--- src/rtl/router_sched_pkg.sv ---
// router_pkg: shared types, widths and helpers for the router scheduler
package router_pkg;
  localparam int NUM_PORTS = 4;
  localparam int ADDR_W = 2;
  typedef enum logic {IDLE, BURST} sched_state_t;
  function automatic logic port_ready(input logic [ADDR_W-1:0] addr, input logic [NUM_PORTS-1:0] dest_ready);
    return dest_ready[addr];
  endfunction
endpackage

--- src/rtl/router_sched_if.sv ---
// router_sched_if: requester handshake plus router-side outputs
interface router_sched_if import router_pkg::*; #(
  parameter int DATA_WIDTH = 32,
  parameter int NUM_REQ = 4
);
  logic [NUM_REQ-1:0] req_valid;
  logic [ADDR_W*NUM_REQ-1:0] req_addr;
  logic [DATA_WIDTH*NUM_REQ-1:0] req_data;
  logic [NUM_REQ-1:0] req_last;
  logic [NUM_REQ-1:0] req_ready;
  logic [NUM_PORTS-1:0] dest_ready;
  logic [DATA_WIDTH-1:0] din;
  logic din_en;
  logic [ADDR_W-1:0] addr;
  logic busy;
  modport master (output req_valid, req_addr, req_data, req_last, dest_ready,
                  input req_ready, din, din_en, addr, busy);
  modport slave (input req_valid, req_addr, req_data, req_last, dest_ready,
                 output req_ready, din, din_en, addr, busy);
endinterface

--- src/rtl/router_sched_rr_arbiter.sv ---
// rr_arbiter: combinational round-robin pick of the first eligible index at or after ptr
module rr_arbiter #(
  parameter int N = 4,
  localparam int W = $clog2(N)
) (
  input  logic [N-1:0] elig,
  input  logic [W-1:0] ptr,
  output logic [N-1:0] grant,
  output logic [W-1:0] idx,
  output logic         any
);
  // scan from farthest to nearest so the nearest eligible index wins
  always_comb begin
    idx = '0;
    for (int k = N - 1; k >= 0; k--)
      if (elig[(int'(ptr) + k) % N]) idx = W'((int'(ptr) + k) % N);
    any = |elig;
    grant = any ? (N'(1) << idx) : '0;
  end
endmodule

--- src/rtl/router_sched.sv ---
// router_sched: round-robin burst scheduler feeding a 4-port address-decoded router
module router_sched import router_pkg::*; #(
  parameter int DATA_WIDTH = 32,
  parameter int NUM_REQ = 4
) (
  input logic clk,
  input logic reset,
  router_sched_if.slave bus
);
  localparam int W = $clog2(NUM_REQ);
  sched_state_t state;
  logic [W-1:0] rr_ptr, owner, g_idx, cur;
  logic [ADDR_W-1:0] burst_addr, beat_addr;
  logic [NUM_REQ-1:0] elig, grant;
  logic g_any, xfer;
  for (genvar i = 0; i < NUM_REQ; i++) begin : g_elig
    assign elig[i] = bus.req_valid[i] & port_ready(bus.req_addr[ADDR_W*i +: ADDR_W], bus.dest_ready);
  end
  rr_arbiter #(.N(NUM_REQ)) u_arb (.elig(elig), .ptr(rr_ptr), .grant(grant), .idx(g_idx), .any(g_any));
  // in a burst only the owner may move, always toward the latched destination
  always_comb begin
    cur = (state == IDLE) ? g_idx : owner;
    beat_addr = (state == IDLE) ? bus.req_addr[ADDR_W*g_idx +: ADDR_W] : burst_addr;
    bus.req_ready = reset ? '0
                  : (state == IDLE) ? grant
                  : (bus.req_valid[owner] & port_ready(burst_addr, bus.dest_ready)) ? (NUM_REQ'(1) << owner) : '0;
    xfer = |bus.req_ready;
  end
  assign bus.busy = (state == BURST);
  // scheduler FSM and registered router drive
  always_ff @(posedge clk) begin
    if (reset) begin
      state <= IDLE;
      rr_ptr <= '0;
      owner <= '0;
      burst_addr <= '0;
      bus.din <= '0;
      bus.din_en <= 1'b0;
      bus.addr <= '0;
    end else begin
      bus.din_en <= xfer;
      if (xfer) begin
        bus.din <= bus.req_data[DATA_WIDTH*cur +: DATA_WIDTH];
        bus.addr <= beat_addr;
        state <= bus.req_last[cur] ? IDLE : BURST;
      end
      if (xfer && state == IDLE) begin
        owner <= g_idx;
        burst_addr <= beat_addr;
        rr_ptr <= (g_idx == W'(NUM_REQ - 1)) ? '0 : g_idx + 1'b1;
      end
    end
  end
endmodule

--- src/flat_wrapper.sv ---
// flat-port wrapper written by rule: the top's interface ports become plain ports
module router_sched_flat import router_pkg::*;
#(
  parameter int DATA_WIDTH = 32,
  parameter int NUM_REQ = 4
)
  (clk, reset, bus_req_valid, bus_req_addr, bus_req_data, bus_req_last, bus_dest_ready, bus_req_ready, bus_din, bus_din_en, bus_addr, bus_busy);
  router_sched_if #(.DATA_WIDTH(DATA_WIDTH), .NUM_REQ(NUM_REQ)) bus_i ();
  input logic clk;
  input logic reset;
  input wire logic [$bits(bus_i.req_valid)-1:0] bus_req_valid;
  input wire logic [$bits(bus_i.req_addr)-1:0] bus_req_addr;
  input wire logic [$bits(bus_i.req_data)-1:0] bus_req_data;
  input wire logic [$bits(bus_i.req_last)-1:0] bus_req_last;
  input wire logic [$bits(bus_i.dest_ready)-1:0] bus_dest_ready;
  output wire logic [$bits(bus_i.req_ready)-1:0] bus_req_ready;
  output wire logic [$bits(bus_i.din)-1:0] bus_din;
  output wire logic [$bits(bus_i.din_en)-1:0] bus_din_en;
  output wire logic [$bits(bus_i.addr)-1:0] bus_addr;
  output wire logic [$bits(bus_i.busy)-1:0] bus_busy;
  assign bus_i.req_valid = bus_req_valid;
  assign bus_i.req_addr = bus_req_addr;
  assign bus_i.req_data = bus_req_data;
  assign bus_i.req_last = bus_req_last;
  assign bus_i.dest_ready = bus_dest_ready;
  assign bus_req_ready = bus_i.req_ready;
  assign bus_din = bus_i.din;
  assign bus_din_en = bus_i.din_en;
  assign bus_addr = bus_i.addr;
  assign bus_busy = bus_i.busy;
  router_sched #(.DATA_WIDTH(DATA_WIDTH), .NUM_REQ(NUM_REQ)) u_core (.clk(clk), .reset(reset), .bus(bus_i));
endmodule
--- config.mk ---
export PLATFORM = sky130hd
export DESIGN_NAME = router_sched_flat
export DESIGN_NICKNAME = d
export VERILOG_FILES = /design/src/rtl/router_sched_pkg.sv /design/src/rtl/router_sched_if.sv /design/src/rtl/router_sched_rr_arbiter.sv /design/src/rtl/router_sched.sv /design/src/flat_wrapper.sv
export SDC_FILE = /design/constraint.sdc
export NUM_CORES = 1
export LEC_CHECK = 0
export ABC_AREA = 1
export CORE_ASPECT_RATIO = 1.25
export CORE_MARGIN = 2
export CORE_UTILIZATION = 35
export DETAILED_ROUTE_END_ITERATION = 7
export PLACE_DENSITY = 0.72
export SLEW_MARGIN = 20
export SYNTH_ARGS = -nofsm -noshare
export SYNTH_HDL_FRONTEND = slang
export SYNTH_HIERARCHICAL = 1
export SYNTH_SLANG_ARGS = --single-unit
--- constraint.sdc ---
create_clock -name clk -period 4.1 [get_ports clk]
set_clock_uncertainty 0.1 [all_clocks]
set_input_delay 1.025 -clock clk [delete_from_list [all_inputs] [get_ports clk]]
set_output_delay 1.025 -clock clk [all_outputs]
set_load 0.02 [all_outputs]
**Yosys cells after proc, flatten, opt, wreduce, memory -nomap -nowiden**

Cells that the tools add are included.

- Eq/ne operators: 1
- $add $sub $neg: 4
- Magnitude comparators: 11
- Bitwise logic cells: 9
- Reductions and logical operators: 6
- Shift-type cells: 4
- Muxes and demuxes: 37

Operators with widths:

| cell | number |
|---|---|
| 128-bit by 8-bit indexed part select with 32-bit output | 1 |
| 2-bit by 3-bit less-than comparator with 1-bit output (second input constant) | 8 |
| 1-bit binary-select mux with 2-bit select | 11 |
| 4-bit 2-to-1 mux | 4 |
| 1-bit 2-to-1 mux | 15 |
| 2-bit 2-to-1 mux | 7 |
| 3-bit by 4-bit less-than comparator with 1-bit output (second input constant) | 3 |
| 4-bit OR reduction | 2 |
| 8-bit by 4-bit indexed part select with 2-bit output | 1 |
| 1-bit by 2-bit << shifter with 4-bit output (first input constant) | 2 |
| 2-bit OR reduction | 3 |
| 1-bit AND | 5 |
| 2-bit by 1-bit adder with 2-bit output (second input constant) | 2 |
| 2-bit adder (second input constant) | 2 |
| 1-bit AND (first input constant) | 3 |
| 2-bit == test (second input constant) | 1 |
| 1-bit logical AND | 1 |
| 1-bit NOT | 1 |

- Register bits after elaboration: 42
- Output and inout port bits: 40

**Depth between registers and ports, before layout**

Gate-level depths: netlist of the first run.

- Word-level depth: 16
- Gate-level depth with buffers: 24
- Mapped depth without buffers: 24

**Cells and area by module**

Netlist of the first run, hierarchy kept.

By module, submodules not included:

| module | instances | area each (µm²) | cells each | sequential area each (µm²) |
|---|---|---|---|---|
| router_sched | 1 | 3,074.2 | 509 | 840.8 |
| rr_arbiter | 1 | 280.3 | 65 | 0.0 |

**Worst setup path before layout of the first run**

Ideal clock, no wire load.

- Kind: input -> output
- From: in bus_dest_ready[1]
- To: out bus_req_ready[1]
- Path buffers: 0
- Stages: 18
- Arrival: 2,535 ps
- Setup slack: 440 ps
- Path through: inv_1 -> a21oi_1 -> o21ai_0 -> a21boi_0 -> inv_1 -> nand2_1 -> nand3_1 -> nand2_1 -> nand3_1 -> nand2_1 -> nand2_1 -> nand2_2 -> inv_2 -> nor2_1 -> nand2_1 -> nand2_1 -> nand2_1 -> inv_1

- Cells in the longest elaborated chain, start to end: 14
- Elaborated cells between the ends (all ways): 36
- Those cells by class: shift: 1; mux: 29; bitwise: 5; reduce/logical: 1

RTL lines:

| item | RTL line | source |
|---|---|---|
| start, declared | flat_wrapper.sv:15 | `input wire logic [$bits(bus_i.dest_ready)-1:0] bus_dest_ready;` |
| 1-bit binary-select mux with 2-bit select * | router_sched_pkg.sv:7 | `return dest_ready[addr];` |
| 1-bit 2-to-1 mux (implied by the code) * | router_sched_pkg.sv:7 |  |
| 1-bit AND * | router_sched.sv:17 | `assign elig[i] = bus.req_valid[i] & port_ready(bus.req_addr[ADDR_W*i +: ADDR_W], bus.dest_ready);` |
| named net u_core.elig[1] | router_sched.sv:14 | `logic [NUM_REQ-1:0] elig, grant;` |
| 1-bit binary-select mux with 2-bit select | router_sched_rr_arbiter.sv:16 | `if (elig[(int'(ptr) + k) % N]) idx = W'((int'(ptr) + k) % N);` |
| 1-bit 2-to-1 mux (implied by the code) (2 in series) | router_sched_rr_arbiter.sv:16 |  |
| 2-bit 2-to-1 mux (3 in series) | router_sched_rr_arbiter.sv:16 |  |
| 2-bit 2-to-1 mux * | router_sched_rr_arbiter.sv:16 |  |
| named net u_core.g_idx[0] | router_sched.sv:12 | `logic [W-1:0] rr_ptr, owner, g_idx, cur;` |
| 1-bit by 2-bit << shifter with 4-bit output * | router_sched_rr_arbiter.sv:18 | `grant = any ? (N'(1) << idx) : '0;` |
| 4-bit 2-to-1 mux * | router_sched_rr_arbiter.sv:18 |  |
| named net u_core.grant[1] | router_sched.sv:14 |  |
| 4-bit 2-to-1 mux * | router_sched.sv:25 | `: (state == IDLE) ? grant` |
| 4-bit 2-to-1 mux * | router_sched.sv:24 | `bus.req_ready = reset ? '0` |
| end, declared | flat_wrapper.sv:16 | `output wire logic [$bits(bus_i.req_ready)-1:0] bus_req_ready;` |

The timed path passes the listed nets; every way through them passes the cells marked *. The select of a mux whose other input is x is not followed.

**Final worst setup path of the first run**

- From: in bus_req_addr[7]
- To: out bus_req_ready[1]

- Cells in the longest elaborated chain, start to end: 14
- Elaborated cells between the ends (all ways): 23
- Those cells by class: shift: 1; mux: 20; bitwise: 1; reduce/logical: 1

RTL lines:

| item | RTL line | source |
|---|---|---|
| start, declared | flat_wrapper.sv:12 | `input wire logic [$bits(bus_i.req_addr)-1:0] bus_req_addr;` |
| 1-bit binary-select mux with 2-bit select * | router_sched_pkg.sv:7 |  |
| 1-bit 2-to-1 mux (implied by the code) * | router_sched_pkg.sv:7 |  |
| 1-bit AND * | router_sched.sv:17 |  |
| named net u_core.elig[3] | router_sched.sv:14 |  |
| 1-bit binary-select mux with 2-bit select | router_sched_rr_arbiter.sv:16 |  |
| 1-bit 2-to-1 mux (implied by the code) (2 in series) | router_sched_rr_arbiter.sv:16 |  |
| 2-bit 2-to-1 mux (3 in series) | router_sched_rr_arbiter.sv:16 |  |
| 2-bit 2-to-1 mux * | router_sched_rr_arbiter.sv:16 |  |
| named net u_core.g_idx[0] | router_sched.sv:12 |  |
| 1-bit by 2-bit << shifter with 4-bit output * | router_sched_rr_arbiter.sv:18 |  |
| 4-bit 2-to-1 mux * | router_sched_rr_arbiter.sv:18 |  |
| named net u_core.grant[1] | router_sched.sv:14 |  |
| 4-bit 2-to-1 mux * | router_sched.sv:25 |  |
| 4-bit 2-to-1 mux * | router_sched.sv:24 |  |

Marked as above.

==> run_results.csv, run 1 <==
group,metric,value,unit
layout,fin_nets,933,
die,pin_count,190,
yosys,ys_top_cells_by_count,"o21ai_0, nand2_1, inv_1",
placed_design,place_area,0.00554,mm²
yosys,yosysTopAreaCell,"dfxtp_1",
global_route,grt-ovfl-total,0,
clock_tree,clock_sinks,42,
timing,hold_viol,0,
timing,max_freq,247,MHz
clock_tree,root_buffer,"clkbuf_16",
yosys,synth_ff_type,"dfxtp_1",
critical_path,arrival,2.92,ns
timing,finalSetupTns,0,ns
layout,final_area,0.00588,mm²
route,initialDrtViolationCount,247,
clock_tree,htree_levels,2,
die,core_area,0.00922,mm²
timing,timing.slew.headroom,49.9,%
placed_design,dpl.hpwl,9790,µm
yosys,synth.most_common_cell,"o21ai_0",
critical_path,cp-start-kind,"input pin",
timing,post-route-min-period,4.04,ns
die,rows,39,
clock_tree,cts_tree,"yes",
placed_design,port_buffers,189,
power,powerDensity,822,mW/mm²
global_route,grt_pass1_vias,4496,
yosys,ys_seq_area_share,25.1,%
power,vdd_drop_max,0.410,mV
power,power_leakage,2.55,nW
route,finalWirelength,13600,µm
route,via_per_inst,5.18,
yosys,postSynthAreaPerCell,5.84,µm²
route,drt-pass1-iter-count,6,
global_route,grt_pass1_wl,20800,µm
yosys,synth_area_leaders,"dfxtp_1, o21ai_0, nand2_1",
layout,drive_gt1_share,16.5,%
timing,slew_viol_final,0,
yosys,synth_nets,725,
die,dieWidth,91.6,µm
yosys,synth_area,0.00335,mm²
die,fp.dieArea,0.0104,mm²
route,drc,0,
placed_design,post-place-ws,-0.783,ns
placed_design,gp_congestion,0.901,
critical_path,worstPathMaxFanout,4,
hold_path,hold_path.class,"reg2reg",
critical_path,ff2ff_setup_slack,0.66,ns
global_route,antenna_found_initial,0,
layout,insertedDiodeCount,0,
critical_path,end_kind,"output pin",
critical_path,critical_path_class,"in2out",
yosys,synth-seq-cells,42,
route,ant_nets,0,
die,start_util,36.4,%
yosys,synth-warning-count,6,
timing,min_period_over_period,98.6,%
yosys,synthesis.instances,574,
layout,postLayoutCoreUtil,63.8,%
clock_tree,cts_buffers,5,
yosys,synth_top_area_share,25.1,%
die,die_height,113,µm
outcome,status,"finished, final reports clean",
timing,setup_violations,0,
global_route,grt_max_degree,53,
global_route,track_usage,24.7,%
critical_path,required,2.97,ns
layout,areaGrowthSynthToFinish,75.3,%
route,wl_per_cell,15.0,µm
layout,fillers,828,
yosys,ys_async_sr_fraction,0,%
job,maxCapViolCount,0,
clock_tree,clk_pin_slew_worst_paths,0.06,ns
timing,tightest_slew,0.750,ns
timing,setup_ws,0.0579,ns
yosys,synth_cell_types,28,
clock_tree,clkLatencyLatePin,0.28,ns
yosys,synth_edf_count,0,
timing,holdWs,0.365,ns
route,num_vias,4691,
clock_tree,clockBufferDepth,2,
-- what timing repair did --
action	in CTS	in global routing
pin swaps	13	26
setup endpoints to repair	4	29
resized for setup	56	57
buffers inserted	12	2
hold buffers	0	0
gates cloned	0	0
-- worst max-delay path, stage by stage --
cell and delay (ns):
dlygate4sd2_1 0.26, a21oi_1 0.13, o21ai_1 0.10, a21boi_2 0.18, inv_2 0.06, nand2_2 0.08, nand3_2 0.12, nand2_1 0.09
nand3_1 0.07, nand2_1 0.09, nand2_2 0.09, nand2_4 0.12, inv_2 0.05, nor2_2 0.08, nand2_1 0.05, nand2_1 0.08
nand2_1 0.07, inv_1 0.07, buf_6 0.11
-- metal layers --
layer  global-route usage, %  wire (µm)  up-vias
li1                        -          -     2332
met1                    26.6       5160     2141
met2                    46.9       7220      195
met3                    5.15        916       23
met4                    9.39        331        0
met5                       0          0        -
-- through the flow --
step                      std cells  power [W]
after floorplan                 574    0.00300
after global placement          884    0.00416
after detailed placement        884    0.00423
after CTS                       904    0.00471
after global routing            906    0.00527
final                           906    0.00483
-- kinds of logic (layout without fill, tap and decap cells) --
logic type / after synthesis / after routing / synth area share [%]
AOI/OAI and AO/OA: 230 / 230 / 37.5
and+or+nand+nor: 191 / 191 / 23.2
buffers and inverters: 109 / 318 / 13.6
DFF: 42 / 42 / 25.1
adders and majority gates: 1 / 1 / 0.373
muxes: 1 / 1 / 0.298
-- power by group --
part,total (W),internal [W],switching [W]
clock network,0.000399,0.000241,0.000158
logic,0.00374,0.00148,0.00226
registers,0.000693,0.000582,0.000111
-- final cells by class --
type,count,area [µm²],area share [%]
clock buffers,7,143,2.43
clock inverters,1,5.00,0.0851
inverters,68,258,4.38
multi-input cells,423,2190,37.3
flip-flops and latches,42,842,14.3
well taps,123,154,2.62
repair buffers,242,2290,38.9
-- worst paths after layout --
path	from	endpoint	cells past startpoint
hold / removal	u_core/bus.din[18]	u_core/bus.din[18]	2
setup / recovery	bus_req_addr[7]	bus_req_ready[1]	19
setup reg to reg	u_core/rr_ptr[0]	u_core/burst_addr[0]	25
hold reg to reg	u_core/bus.din[18]	u_core/bus.din[18]	2
-- cells in the final DEF, fill, tap and decap left out, types with 16 or more instances in the layout --
cell               n
clkdlybuf4s50_1  169
o21ai_0          125
nand2_1           87
inv_1             56
nor2_1            56
a21oi_1           54
buf_4             51
dfxtp_1           41
a211oi_1          32
nand2_2           16
-- registers in the layout, summed over array words and instances (netlist names) --
| name | cells |
|---|---|
| u_core/owner | 2 |
| u_core/rr_ptr | 2 |
| u_core/bus.din | 32 |
| u_core/bus.busy | 1 |
| u_core/bus.din_en | 1 |
| u_core/burst_addr | 2 |
| u_core/bus.addr | 2 |
Note: power is estimated with default switching activity, not from simulation.
==> inputs of run 2 (changes only) <==
--- a/config.mk
+++ b/config.mk
@@ -16,3 +16,4 @@
 export SYNTH_HDL_FRONTEND = slang
 export SYNTH_HIERARCHICAL = 1
 export SYNTH_SLANG_ARGS = --single-unit
+export TNS_END_PERCENT = 30
==> results of run 2 <==
No change in the layout: final DEF, timing and power equal those of run 1.
==> inputs of run 3 (changes only) <==
--- a/config.mk
+++ b/config.mk
@@ -10,7 +10,8 @@
 export CORE_MARGIN = 2
 export CORE_UTILIZATION = 35
 export DETAILED_ROUTE_END_ITERATION = 7
-export PLACE_DENSITY = 0.72
+export DONT_BUFFER_PORTS = 1
+export PLACE_DENSITY = 0.47
 export SLEW_MARGIN = 20
 export SYNTH_ARGS = -nofsm -noshare
 export SYNTH_HDL_FRONTEND = slang
==> constraint.sdc (replaced) <==
create_clock -name clk -period 4.7 [get_ports clk]
set_clock_uncertainty 0.1 [all_clocks]
set_input_delay 1.175 -clock clk [delete_from_list [all_inputs] [get_ports clk]]
set_output_delay 1.175 -clock clk [all_outputs]
set_load 0.02 [all_outputs]
==> run 3 against run 2 <==
Effect of this change: setup slack better by 0.18 ns; largest power group unchanged; non-clock buffer count is 235 lower; critical endpoint unchanged; critical path type unchanged; cell count is 26% lower; via count is 23% lower; sequential cell count stayed put; sequential power is 9.8% higher; first-iteration DRC count is 46% lower; power is 28% lower.
==> run_results.csv, run 3 (synthesized netlist as in run 1, its figures left out) <==
group,metric,value,unit
global_route,grt-ovfl-total,0,
layout,areaGrowthSynthToFinish,6.23,%
layout,largest_reg_flops,32,
hold_path,hold_path.class,"reg2reg",
layout,max_flop_register,"u_core/bus.din",
layout,fin_nets,698,
timing,slew_viol_final,0,
die,fp.dieArea,0.0104,mm²
clock_tree,cts_buffers,5,
clock_tree,post_cts_buffers,0,
layout,layout_common_cells,"o21ai_0, nand2_1, inv_1",
timing,finalSetupTns,0,ns
critical_path,worstPathMaxFanout,12,
timing,timing.slew.headroom,50.7,%
critical_path,r2r_end,"u_core/bus.din[12]",
clock_tree,cts_tree,"yes",
clock_tree,clockBufferDepth,2,
global_route,grt_max_degree,100,
power,powerDensity,970,mW/mm²
timing,setup_violations,0,
global_route,antenna_found_initial,0,
die,pin_count,190,
critical_path,startpoint,"bus_dest_ready[1]",
critical_path,r2r_cells,16,
route,ant_nets,0,
critical_path,arrival,3.19,ns
clock_tree,htree_levels,2,
critical_path,required,3.42,ns
timing,post-route-min-period,4.47,ns
timing,tightest_slew,0.738,ns
clock_tree,clock_sinks,42,
power,power_leakage,1.53,nW
critical_path,end_kind,"output pin",
critical_path,r2r_start,"u_core/rr_ptr[0]",
critical_path,endpoint,"bus_req_ready[1]",
critical_path,cp-start-kind,"input pin",
route,initialDrtViolationCount,134,
placed_design,gp_congestion,0.871,
die,dieWidth,91.6,µm
layout,fillers,1024,
critical_path,ff2ff_setup_slack,1.41,ns
route,num_vias,3616,
die,core_area,0.00922,mm²
die,die_height,113,µm
clock_tree,postCtsHoldBufs,0,
global_route,track_usage,20.0,%
timing,hold_viol,0,
route,finalWirelength,10600,µm
placed_design,post-place-cells,663,
die,rows,39,
placed_design,port_buffers,0,
global_route,grt_pass1_wl,17000,µm
outcome,status,"finished, final reports clean",
critical_path,critical_path_class,"in2out",
route,drc,0,
global_route,grt_pass1_vias,3388,
layout,fin_cells,671,
power,vdd_drop_max,0.440,mV
timing,min_period_over_period,95.0,%
route,via_per_inst,5.39,
layout,layout_commonest_cell,"o21ai_0",
clock_tree,clk_pin_slew_worst_paths,0.06,ns
layout,insertedDiodeCount,0,
layout,drive_gt1_share,5.66,%
timing,max_freq,224,MHz
die,start_util,36.4,%
route,wl_per_cell,15.8,µm
clock_tree,root_buffer,"clkbuf_16",
job,maxCapViolCount,0,
route,drt-pass1-iter-count,4,
clock_tree,clkLatencyLatePin,0.28,ns
timing,rsz0062_at_grt,"false",
placed_design,dpl.hpwl,7710,µm
[run 3: critical path, cell delays in order]
cell	delay, ns
inv_1	0.07
a21oi_1	0.13
o21ai_0	0.09
a21boi_0	0.32
inv_1	0.10
nand2_1	0.10
nand3_1	0.13
nand2_1	0.09
nand3_1	0.07
nand2_1	0.06
nand2_1	0.07
nand2_2	0.25
inv_2	0.06
nor2_1	0.09
nand2_1	0.06
nand2_1	0.08
nand2_1	0.06
inv_1	0.19
[run 3: per-layer routing]
layer | up-vias | GRT usage, % | wire length, µm
met5 | - | 0 | 0
met4 | 0 | 4.04 | 81
met3 | 7 | 4.89 | 714
met2 | 120 | 36.4 | 5510
met1 | 1633 | 23.8 | 4320
li1 | 1856 | - | -
[run 3: what timing repair did]
action                                  CTS  global route
hold endpoints to repair                  0             0
endpoints found under the setup margin    0             2
gates resized for setup                   0             1
[run 3: how the worst min path moves through the flow]
stage	startpoint	endpoint	slack (ns)	cells past startpoint
after floorplan	u_core/burst_addr[1]	u_core/burst_addr[1]	0.35	2
after global placement	u_core/burst_addr[1]	u_core/burst_addr[1]	0.38	2
after detailed placement	u_core/burst_addr[1]	u_core/burst_addr[1]	0.39	2
after CTS	u_core/burst_addr[1]	u_core/burst_addr[1]	0.40	2
after global routing	u_core/burst_addr[1]	u_core/burst_addr[1]	0.42	2
final	u_core/burst_addr[1]	u_core/burst_addr[1]	0.40	2
[run 3: layout make-up]
cell class              instances  area, µm²  share of cell area [%]
clock buffers                   6        139                    3.90
clock inverters                 2       12.5                   0.351
inverters                      68        255                    7.16
multi-input cells             423       2070                    58.1
flip-flops and latches         42        842                    23.6
well taps                     123        154                    4.32
repair buffers                  7       90.1                    2.53
[run 3: power breakdown]
part | leakage (nW) | internal, W | switching, W
sequential | 0.347 | 0.000509 | 0.000252
clock | 0.0729 | 0.000210 | 0.000141
combinational | 1.11 | 0.000764 | 0.00158
total | 1.53 | 0.00148 | 0.00197
[run 3: per-stage QoR]
| step | total power [W] | hold WS, ns | cell area [µm²] | util (%) | worst slack (ns) |
|---|---|---|---|---|---|
| floorplan | 0.00262 | 0.355 | 3350 | - | 0.740 |
| global placement | 0.00310 | 0.379 | 3410 | 37.0 | 0.299 |
| detailed placement | 0.00313 | 0.389 | 3410 | 37.0 | 0.217 |
| CTS | 0.00350 | 0.398 | 3560 | 38.6 | 0.210 |
| global route | 0.00388 | 0.418 | 3560 | 38.6 | 0.0137 |
| finish | 0.00346 | 0.398 | 3560 | 38.6 | 0.235 |
